==> src/rtl/load_align_unit_pkg.sv <==
// Shared definitions for the load path: size encodings (common with the store
// mux), FSM state encodings and the default read timeout.
package load_align_unit_pkg;

  localparam int LD_ADDR_W      = 32;
  localparam int LD_DATA_W      = 32;
  localparam int LD_TIMEOUT_DEF = 15;

  typedef enum logic [1:0] {
    LD_B = 2'd0,
    LD_H = 2'd1,
    LD_W = 2'd2,
    LD_X = 2'd3
  } ld_size_e;

  typedef enum logic [2:0] {
    ST_IDLE = 3'd0,
    ST_REQ  = 3'd1,
    ST_WAIT = 3'd2,
    ST_RESP = 3'd3,
    ST_ERR  = 3'd4
  } ld_state_e;

  // Illegal size or an address not naturally aligned to the access size.
  function automatic logic ld_addr_bad(input logic [1:0] lane, input logic [1:0] size);
    return (size == LD_X) ||
           ((size == LD_H) && lane[0]) ||
           ((size == LD_W) && (lane != 2'b00));
  endfunction

endpackage

==> src/rtl/load_align_unit_if.sv <==
// Core-side load request/response and data-memory read port of the load unit.
interface load_align_unit_if
  import load_align_unit_pkg::*;
#(
  parameter int ADDR_W = LD_ADDR_W,
  parameter int DATA_W = LD_DATA_W
);
  logic              ld_req;
  logic [ADDR_W-1:0] ld_addr;
  logic [1:0]        ld_size;
  logic              ld_unsigned;
  logic              ld_ready;
  logic              mem_req;
  logic [ADDR_W-1:0] mem_addr;
  logic              mem_gnt;
  logic              mem_rvalid;
  logic [DATA_W-1:0] mem_rdata;
  logic              ld_valid;
  logic [DATA_W-1:0] ld_data;
  logic              ld_err;
  logic              busy;

  modport slave (
    input  ld_req, ld_addr, ld_size, ld_unsigned, mem_gnt, mem_rvalid, mem_rdata,
    output ld_ready, mem_req, mem_addr, ld_valid, ld_data, ld_err, busy
  );

  modport master (
    output ld_req, ld_addr, ld_size, ld_unsigned, mem_gnt, mem_rvalid, mem_rdata,
    input  ld_ready, mem_req, mem_addr, ld_valid, ld_data, ld_err, busy
  );
endinterface

==> src/rtl/load_align_unit_extend.sv <==
// Lane select and sign/zero extension of a returned 32-bit memory word.
module load_extend
  import load_align_unit_pkg::*;
(
  input  logic [31:0] rdata_i,
  input  logic [1:0]  lane_i,
  input  logic [1:0]  size_i,
  input  logic        unsigned_i,
  output logic [31:0] data_o
);

  logic [31:0] shifted;
  logic [7:0]  byte_v;
  logic [15:0] half_v;

  // Pick the addressed lane and extend it; word (and illegal) passes through.
  always_comb begin
    shifted = rdata_i >> {lane_i, 3'b000};
    byte_v  = shifted[7:0];
    half_v  = lane_i[1] ? rdata_i[31:16] : rdata_i[15:0];
    data_o  = rdata_i;
    case (size_i)
      LD_B:    data_o = {{24{~unsigned_i & byte_v[7]}}, byte_v};
      LD_H:    data_o = {{16{~unsigned_i & half_v[15]}}, half_v};
      default: data_o = rdata_i;
    endcase
  end

endmodule

==> src/rtl/load_align_unit.sv <==
// Load unit: issues word-aligned reads, extracts and extends the addressed
// lane, and reports misalignment or read timeout on the result handshake.
//
// state | meaning
// IDLE  | ready for a new load (once the previous result pulse has gone)
// REQ   | mem_req high, waiting for mem_gnt
// WAIT  | granted, counting cycles until mem_rvalid or timeout
// RESP  | good result on ld_valid/ld_data
// ERR   | error result follows on ld_valid/ld_err next cycle
module load_align_unit
  import load_align_unit_pkg::*;
#(
  parameter int ADDR_W  = LD_ADDR_W,
  parameter int DATA_W  = LD_DATA_W,
  parameter int TIMEOUT = LD_TIMEOUT_DEF
)(
  input logic         clk,
  input logic         rst_n,
  load_align_unit_if.slave bus
);

  localparam int CNT_W = $clog2(TIMEOUT + 1);

  ld_state_e         state_q, state_d;
  logic [CNT_W-1:0]  cnt_q, cnt_d;
  logic [1:0]        lane_q;
  logic [1:0]        size_q;
  logic              uns_q;
  logic [ADDR_W-1:0] mem_addr_q;
  logic              ld_valid_q;
  logic              ld_err_q;
  logic [DATA_W-1:0] ld_data_q;
  logic [31:0]       ext_data;
  logic              ready;
  logic              accept;
  logic              rd_done;

  // The result pulse of an error lands while already back in IDLE, so
  // readiness also waits for that pulse to clear.
  assign ready   = (state_q == ST_IDLE) && !ld_valid_q;
  assign accept  = ready && bus.ld_req;
  assign rd_done = (state_q == ST_WAIT) && bus.mem_rvalid;

  load_extend u_extend (
    .rdata_i    (bus.mem_rdata),
    .lane_i     (lane_q),
    .size_i     (size_q),
    .unsigned_i (uns_q),
    .data_o     (ext_data)
  );

  // Next-state and timeout counter.
  always_comb begin
    state_d = state_q;
    cnt_d   = cnt_q;
    case (state_q)
      ST_IDLE: if (accept) state_d = ld_addr_bad(bus.ld_addr[1:0], bus.ld_size) ? ST_ERR : ST_REQ;
      ST_REQ: begin
        if (bus.mem_gnt) begin
          state_d = ST_WAIT;
          cnt_d   = '0;
        end
      end
      ST_WAIT: begin
        if (bus.mem_rvalid)                 state_d = ST_RESP;
        else if (cnt_q == CNT_W'(TIMEOUT))  state_d = ST_ERR;
        else                                cnt_d   = cnt_q + CNT_W'(1);
      end
      ST_RESP, ST_ERR: state_d = ST_IDLE;
      default:         state_d = ST_IDLE;
    endcase
  end

  // State and counter registers.
  always_ff @(posedge clk or negedge rst_n) begin
    if (!rst_n) begin
      state_q <= ST_IDLE;
      cnt_q   <= '0;
    end else begin
      state_q <= state_d;
      cnt_q   <= cnt_d;
    end
  end

  // Request capture; mem_addr stays stable for the whole access.
  always_ff @(posedge clk or negedge rst_n) begin
    if (!rst_n) begin
      lane_q     <= '0;
      size_q     <= '0;
      uns_q      <= 1'b0;
      mem_addr_q <= '0;
    end else if (accept) begin
      lane_q     <= bus.ld_addr[1:0];
      size_q     <= bus.ld_size;
      uns_q      <= bus.ld_unsigned;
      mem_addr_q <= {bus.ld_addr[ADDR_W-1:2], 2'b00};
    end
  end

  // Result registers: one-cycle pulse, data forced to zero except on success.
  always_ff @(posedge clk or negedge rst_n) begin
    if (!rst_n) begin
      ld_valid_q <= 1'b0;
      ld_err_q   <= 1'b0;
      ld_data_q  <= '0;
    end else begin
      ld_valid_q <= rd_done || (state_q == ST_ERR);
      ld_err_q   <= (state_q == ST_ERR);
      ld_data_q  <= rd_done ? ext_data : '0;
    end
  end

  assign bus.ld_ready = ready;
  assign bus.busy     = ~ready;
  assign bus.mem_req  = (state_q == ST_REQ);
  assign bus.mem_addr = mem_addr_q;
  assign bus.ld_valid = ld_valid_q;
  assign bus.ld_err   = ld_err_q;
  assign bus.ld_data  = ld_data_q;

endmodule

==> src/flat_wrapper.sv <==
// flat-port wrapper written by rule: the top's interface ports become plain ports
module load_align_unit_flat import load_align_unit_pkg::*;
#(
  parameter int ADDR_W  = LD_ADDR_W,
  parameter int DATA_W  = LD_DATA_W,
  parameter int TIMEOUT = LD_TIMEOUT_DEF
)
  (clk, rst_n, bus_ld_req, bus_ld_addr, bus_ld_size, bus_ld_unsigned, bus_mem_gnt, bus_mem_rvalid, bus_mem_rdata, bus_ld_ready, bus_mem_req, bus_mem_addr, bus_ld_valid, bus_ld_data, bus_ld_err, bus_busy);
  load_align_unit_if #(.ADDR_W(ADDR_W), .DATA_W(DATA_W)) bus_i ();
  input logic clk;
  input logic rst_n;
  input wire logic [$bits(bus_i.ld_req)-1:0] bus_ld_req;
  input wire logic [$bits(bus_i.ld_addr)-1:0] bus_ld_addr;
  input wire logic [$bits(bus_i.ld_size)-1:0] bus_ld_size;
  input wire logic [$bits(bus_i.ld_unsigned)-1:0] bus_ld_unsigned;
  input wire logic [$bits(bus_i.mem_gnt)-1:0] bus_mem_gnt;
  input wire logic [$bits(bus_i.mem_rvalid)-1:0] bus_mem_rvalid;
  input wire logic [$bits(bus_i.mem_rdata)-1:0] bus_mem_rdata;
  output wire logic [$bits(bus_i.ld_ready)-1:0] bus_ld_ready;
  output wire logic [$bits(bus_i.mem_req)-1:0] bus_mem_req;
  output wire logic [$bits(bus_i.mem_addr)-1:0] bus_mem_addr;
  output wire logic [$bits(bus_i.ld_valid)-1:0] bus_ld_valid;
  output wire logic [$bits(bus_i.ld_data)-1:0] bus_ld_data;
  output wire logic [$bits(bus_i.ld_err)-1:0] bus_ld_err;
  output wire logic [$bits(bus_i.busy)-1:0] bus_busy;
  assign bus_i.ld_req = bus_ld_req;
  assign bus_i.ld_addr = bus_ld_addr;
  assign bus_i.ld_size = bus_ld_size;
  assign bus_i.ld_unsigned = bus_ld_unsigned;
  assign bus_i.mem_gnt = bus_mem_gnt;
  assign bus_i.mem_rvalid = bus_mem_rvalid;
  assign bus_i.mem_rdata = bus_mem_rdata;
  assign bus_ld_ready = bus_i.ld_ready;
  assign bus_mem_req = bus_i.mem_req;
  assign bus_mem_addr = bus_i.mem_addr;
  assign bus_ld_valid = bus_i.ld_valid;
  assign bus_ld_data = bus_i.ld_data;
  assign bus_ld_err = bus_i.ld_err;
  assign bus_busy = bus_i.busy;
  load_align_unit #(.ADDR_W(ADDR_W), .DATA_W(DATA_W), .TIMEOUT(TIMEOUT)) u_core (.clk(clk), .rst_n(rst_n), .bus(bus_i));
endmodule
==> config.mk <==
export PLATFORM = sky130hd
export DESIGN_NAME = load_align_unit_flat
export DESIGN_NICKNAME = d
export VERILOG_FILES = /design/src/rtl/load_align_unit_pkg.sv /design/src/rtl/load_align_unit_if.sv /design/src/rtl/load_align_unit_extend.sv /design/src/rtl/load_align_unit.sv /design/src/flat_wrapper.sv
export SDC_FILE = /design/constraint.sdc
export NUM_CORES = 1
export LEC_CHECK = 0
export ABC_CLOCK_PERIOD_IN_PS = 2900
export CORE_MARGIN = 5
export CORE_UTILIZATION = 48
export DETAILED_ROUTE_END_ITERATION = 6
export PLACE_DENSITY_LB_ADDON = 0.05
export SLEW_MARGIN = 20
export SYNTH_ARGS = -nofsm -noshare
export SYNTH_HDL_FRONTEND = slang
export SYNTH_HIERARCHICAL = 1
export SYNTH_SLANG_ARGS = --single-unit
==> constraint.sdc <==
create_clock -name clk -period 2.9 [get_ports clk]
set_input_delay 0.435 -clock clk [delete_from_list [all_inputs] [get_ports clk]]
set_output_delay 0.435 -clock clk [all_outputs]
set_load 0.1 [all_outputs]
Word level (Yosys, flattened, before mapping)
Index checks and enable logic that the tools add are counted.
- flip-flop bits (word level): 76
- output and inout bits: 69
- word-level logic and storage cells: 56
- add/sub/neg operators: 1
- equal/unequal tests: 13
- shift operators: 1
- multiplexer cells: 13
- bitwise logic cells: 4
- reductions and logical operators: 15
- operators by type and width (cell ; number):
    $pmux 32 s2 ; 1
    $mux 32 ; 1
    $shr 32x5->8 ; 1
    $mux 16 ; 1
    $mux 3 ; 5
    $mux 4 ; 3
    $pmux 3 s3 ; 1
    $pmux 4 s2 ; 1
    $ne 2x2->1 const B ; 3
    $logic_and 1x1->1 ; 5
    $add 4x1->4 const B ; 1
    $eq 2x1->1 const B ; 2
    $eq 2x2->1 const B ; 2
    $eq 4x4->1 const B ; 1
    $reduce_and 4->1 ; 1
    $reduce_bool 2->1 ; 2
    $eq 3x1->1 const B ; 1
    $eq 3x2->1 const B ; 1
    $eq 3x3->1 const B ; 1
    $logic_not 3->1 ; 1
    $logic_or 1x1->1 ; 3
    $ne 3x3->1 const B ; 1
    $reduce_and 3->1 ; 1
    $and 1x1->1 ; 2
    other kinds (4) ; 5

Depth between registers and ports, before layout
- depth in word-level cells: 7
- gate-level depth with buffers: 6
- mapped depth without buffers: 4

Modules after synthesis
Netlist, hierarchy kept.
- modules (own cells, without submodules) (module ; instances ; cells an instance ; area each (µm²) ; sequential area each (µm²)):
    load_align_unit ; 1 ; 195 ; 2980.4 ; 1901.8
    load_extend ; 1 ; 93 ; 709.4 ; 0.0

Worst setup path after synthesis
No wires, ideal clock.
- path kind: reg-to-output
- start: register u_core.state_q[0]
- end: output bus_mem_req
- arrival time: 2.845 ns
- path slack: -0.380 ns
- cell stages (with the launch flop): 3
- path buffers: 1
- cell sequence: dfrtp_1 clkbuf_1 nor3b_1
- longest elaborated chain between the ends: 1
- ends and longest elaborated chain (item ; RTL line ; source):
    start: declaration ; load_align_unit.sv:24 ; ld_state_e state_q, state_d;
    start signal: assignment ; load_align_unit.sv:80 ; state_q <= state_d;
    $eq 3x1->1 ; load_align_unit.sv:115 ; assign bus.mem_req = (state_q == ST_REQ);
    end: declaration ; flat_wrapper.sv:20 ; output wire logic [$bits(bus_i.mem_req)-1:0] bus_mem_req;
No other way between the ends.

Final worst setup path
- start: register u_core.lane_q[1]
- end: register u_core.ld_data_q[3], in the netlist u_core/bus.ld_data[3]
- longest elaborated chain between the ends: 3
- elaborated cells between the ends (all ways): 4
- those cells by class: 1 x shift; 3 x mux
- ends and longest elaborated chain (item ; RTL line ; source):
    start: declaration ; load_align_unit.sv:26 ; logic [1:0] lane_q;
    start signal: assignment ; load_align_unit.sv:93 ; lane_q <= bus.ld_addr[1:0];
    $shr 32x5->8 or $mux 16 (tied branches) ; load_align_unit_extend.sv:18, load_align_unit_extend.sv:20 ;
    $pmux 32 s2 * ; load_align_unit_extend.sv:22 ; case (size_i)
    net u_core.ext_data[3] ; load_align_unit.sv:33 ; logic [31:0] ext_data;
    $mux 32 * ; load_align_unit.sv:109 ; ld_data_q <= rd_done ? ext_data : '0;
    end signal: assignment ; load_align_unit.sv:109 ;
    end: declaration ; load_align_unit.sv:32 ; logic [DATA_W-1:0] ld_data_q;
The timed path passes the listed nets; every way through them passes the cells marked *.
A chain may end at the register's enable or synchronous reset.

==> reports/metrics.yaml <==
fin_area_sq_um: 5110
ios: 141
post-route-period-util_pct: 77.9
ys_async_sr_fraction_pct: 100
hold_buffers: 0
clock_latency_ps: 340
drive_above_1_share_pct: 35.6
post-cts-setup-buffers: 0
routedWlPerCell_um: 17.2
initial_utilization_pct: 48.5
worst-setup-path-type: "reg2reg"
fin_util_pct: 67.2
end_kind: "flip-flop"
cts_sinks: 76
die_h_um: 97.7
yosysMostFrequentCell: "dfrtp_1"
yosysSeqAreaShare_pct: 51.5
grt_pass1_wl_um: 14500
synth_common_cells: "dfrtp_1, and2_1, mux2_4"
cts_resized: 0
ant_nets: 0
finalSetupViolCount: 0
outcome: "complete, no violations"
num_vias: 2692
drt_iter0_markers: 68
grt_pass1_vias: 2761
hold_path.class: "in2async"
wl_um: 9100
h-tree-depth: 3
synth.avg_cell_area_sq_um: 12.8
setup_tns_ps: 0
drv_cap: 0
dpl.hpwl_um: 6600
min_period_ps: 2260
arrival_ps: 2480
slew_viol_final: 0
n_antenna_cell: 0
fin_skew_ps: 10.7
yosysTopAreaCell: "dfrtp_1"
rows: 32
die_w_um: 97.7
grt_use_total_pct: 19.1
yosys-top-cells-area: "dfrtp_1, mux2_4, and2_1"
drtPass1Iterations: 4
overflow: 0
yosys.area.top_type_share_pct: 51.5
ys_seq_elements: 76
crit_fanout: 13
dieArea_sq_um: 9540
gp_congestion: 0.803
start_kind: "flip-flop"
dp.cells: 515
post_dp_cell_area_sq_um: 4950
numPortBuffers: 138
numCtsBuffers: 9
clk_pin_slew_ps: 70
n_fill_cell: 599
instances_no_fill: 529
cts_buffer_depth: 2
worstMarginPinSlew_ps: 663
synthDistinctLibCells: 48
route.detailed.drc: 0
cts_root_buffer: "clkbuf_8"
cp.required_ps: 3120
area_growth_pct: 38.5
syn_area_sq_um: 3690
synth_edf_count: 0
hold_violations: 0
ys.flop_type: "dfrtp_1"
vias_per_cell: 5.09
fmax_mhz: 443
grt_max_degree: 52
netlist_instances: 288
antenna_found_initial: 0
cts_tree: "done"
rsz0062_at_grt: "false"
yosysWarnings: 6
core_area_sq_um: 7610
maxSlewHeadroom_pct: 55.8
nets: 497
## flip-flops by register name (all words and copies together) (netlist names)
name                 flops
u_core/bus.ld_data      32
u_core/bus.mem_addr     30
u_core/cnt_q             4
u_core/state_q           3
u_core/lane_q            2
u_core/size_q            2
u_core/bus.ld_err        1
u_core/bus.ld_valid      1
u_core/uns_q             1
## cells by family after synthesis
kind of cell,count (synthesis),synth area share (%)
simple gates,85,14.0
flops,76,51.5
fa+ha+maj,1,0.339
other cells,1,0.102
buf+inv,24,4.20
compound gates,53,12.2
mux,48,17.7
## through the flow
stage,hold WS (ps),worst slack [ps]
2_1_floorplan,139,-220
3_3_place_gp,477,743
3_5_place_dp,487,689
4_1_cts,133,677
5_1_grt,159,580
6_report,114,642
## path summary, 6_finish.rpt
kind                                          from                      end  slack, ps  cells after the start
max                               u_core/lane_q[1]    u_core/bus.ld_data[3]        640                      4
min                                          rst_n    u_core/bus.ld_data[6]        110                      1
max reg2reg                       u_core/lane_q[1]    u_core/bus.ld_data[3]        640                      4
min reg2reg                u_core/bus.mem_addr[30]  u_core/bus.mem_addr[30]        500                      1
max in group asynchronous                    rst_n  u_core/bus.mem_addr[19]       2130                      2
min in group clk           u_core/bus.mem_addr[30]  u_core/bus.mem_addr[30]        500                      1
## layout make-up
type	count	area, sq um	area share [%]
clock buffer	10	138	2.69
clock inverter	4	27.5	0.539
inverter	4	15.0	0.294
multi-input combinational	189	1640	32.1
sequential	76	1910	37.3
tap	102	128	2.50
timing repair buffer	144	1260	24.6
## layout by cell type, fill, tap and decap left out, types with 4 or more instances in the layout
cell / n
a22o_1: 9
o21ai_0: 7
mux2_4: 30
clkdlybuf4s50_1: 70
nand2_1: 27
o21ai_2: 10
and2_1: 32
mux2i_1: 10
o221a_2: 8
a221o_1: 8
buf_4: 74
dfrtp_1: 75
clkbuf_8: 10
mux2_1: 4
## routing by layer
layer / global-route usage [%] / vias to the layer above / part of all wire (%)
met2: 29.9 / 89 / 47
li1: - / 1292 / -
met1: 26.0 / 1300 / 46
met3: 4.67 / 11 / 5.4
met5: 0 / - / 0
met4: 6.50 / 0 / 1.4
## worst max-delay path: stages (launching register included)
cell and delay [ps]:
dfrtp_1 770, nor2b_1 620, nand2_2 280, o221a_2 340
and2_1 140
Power is left out: the tool's default activity adds up to more than one toggle a clock period on the data nets, which glitch-free logic cannot reach.
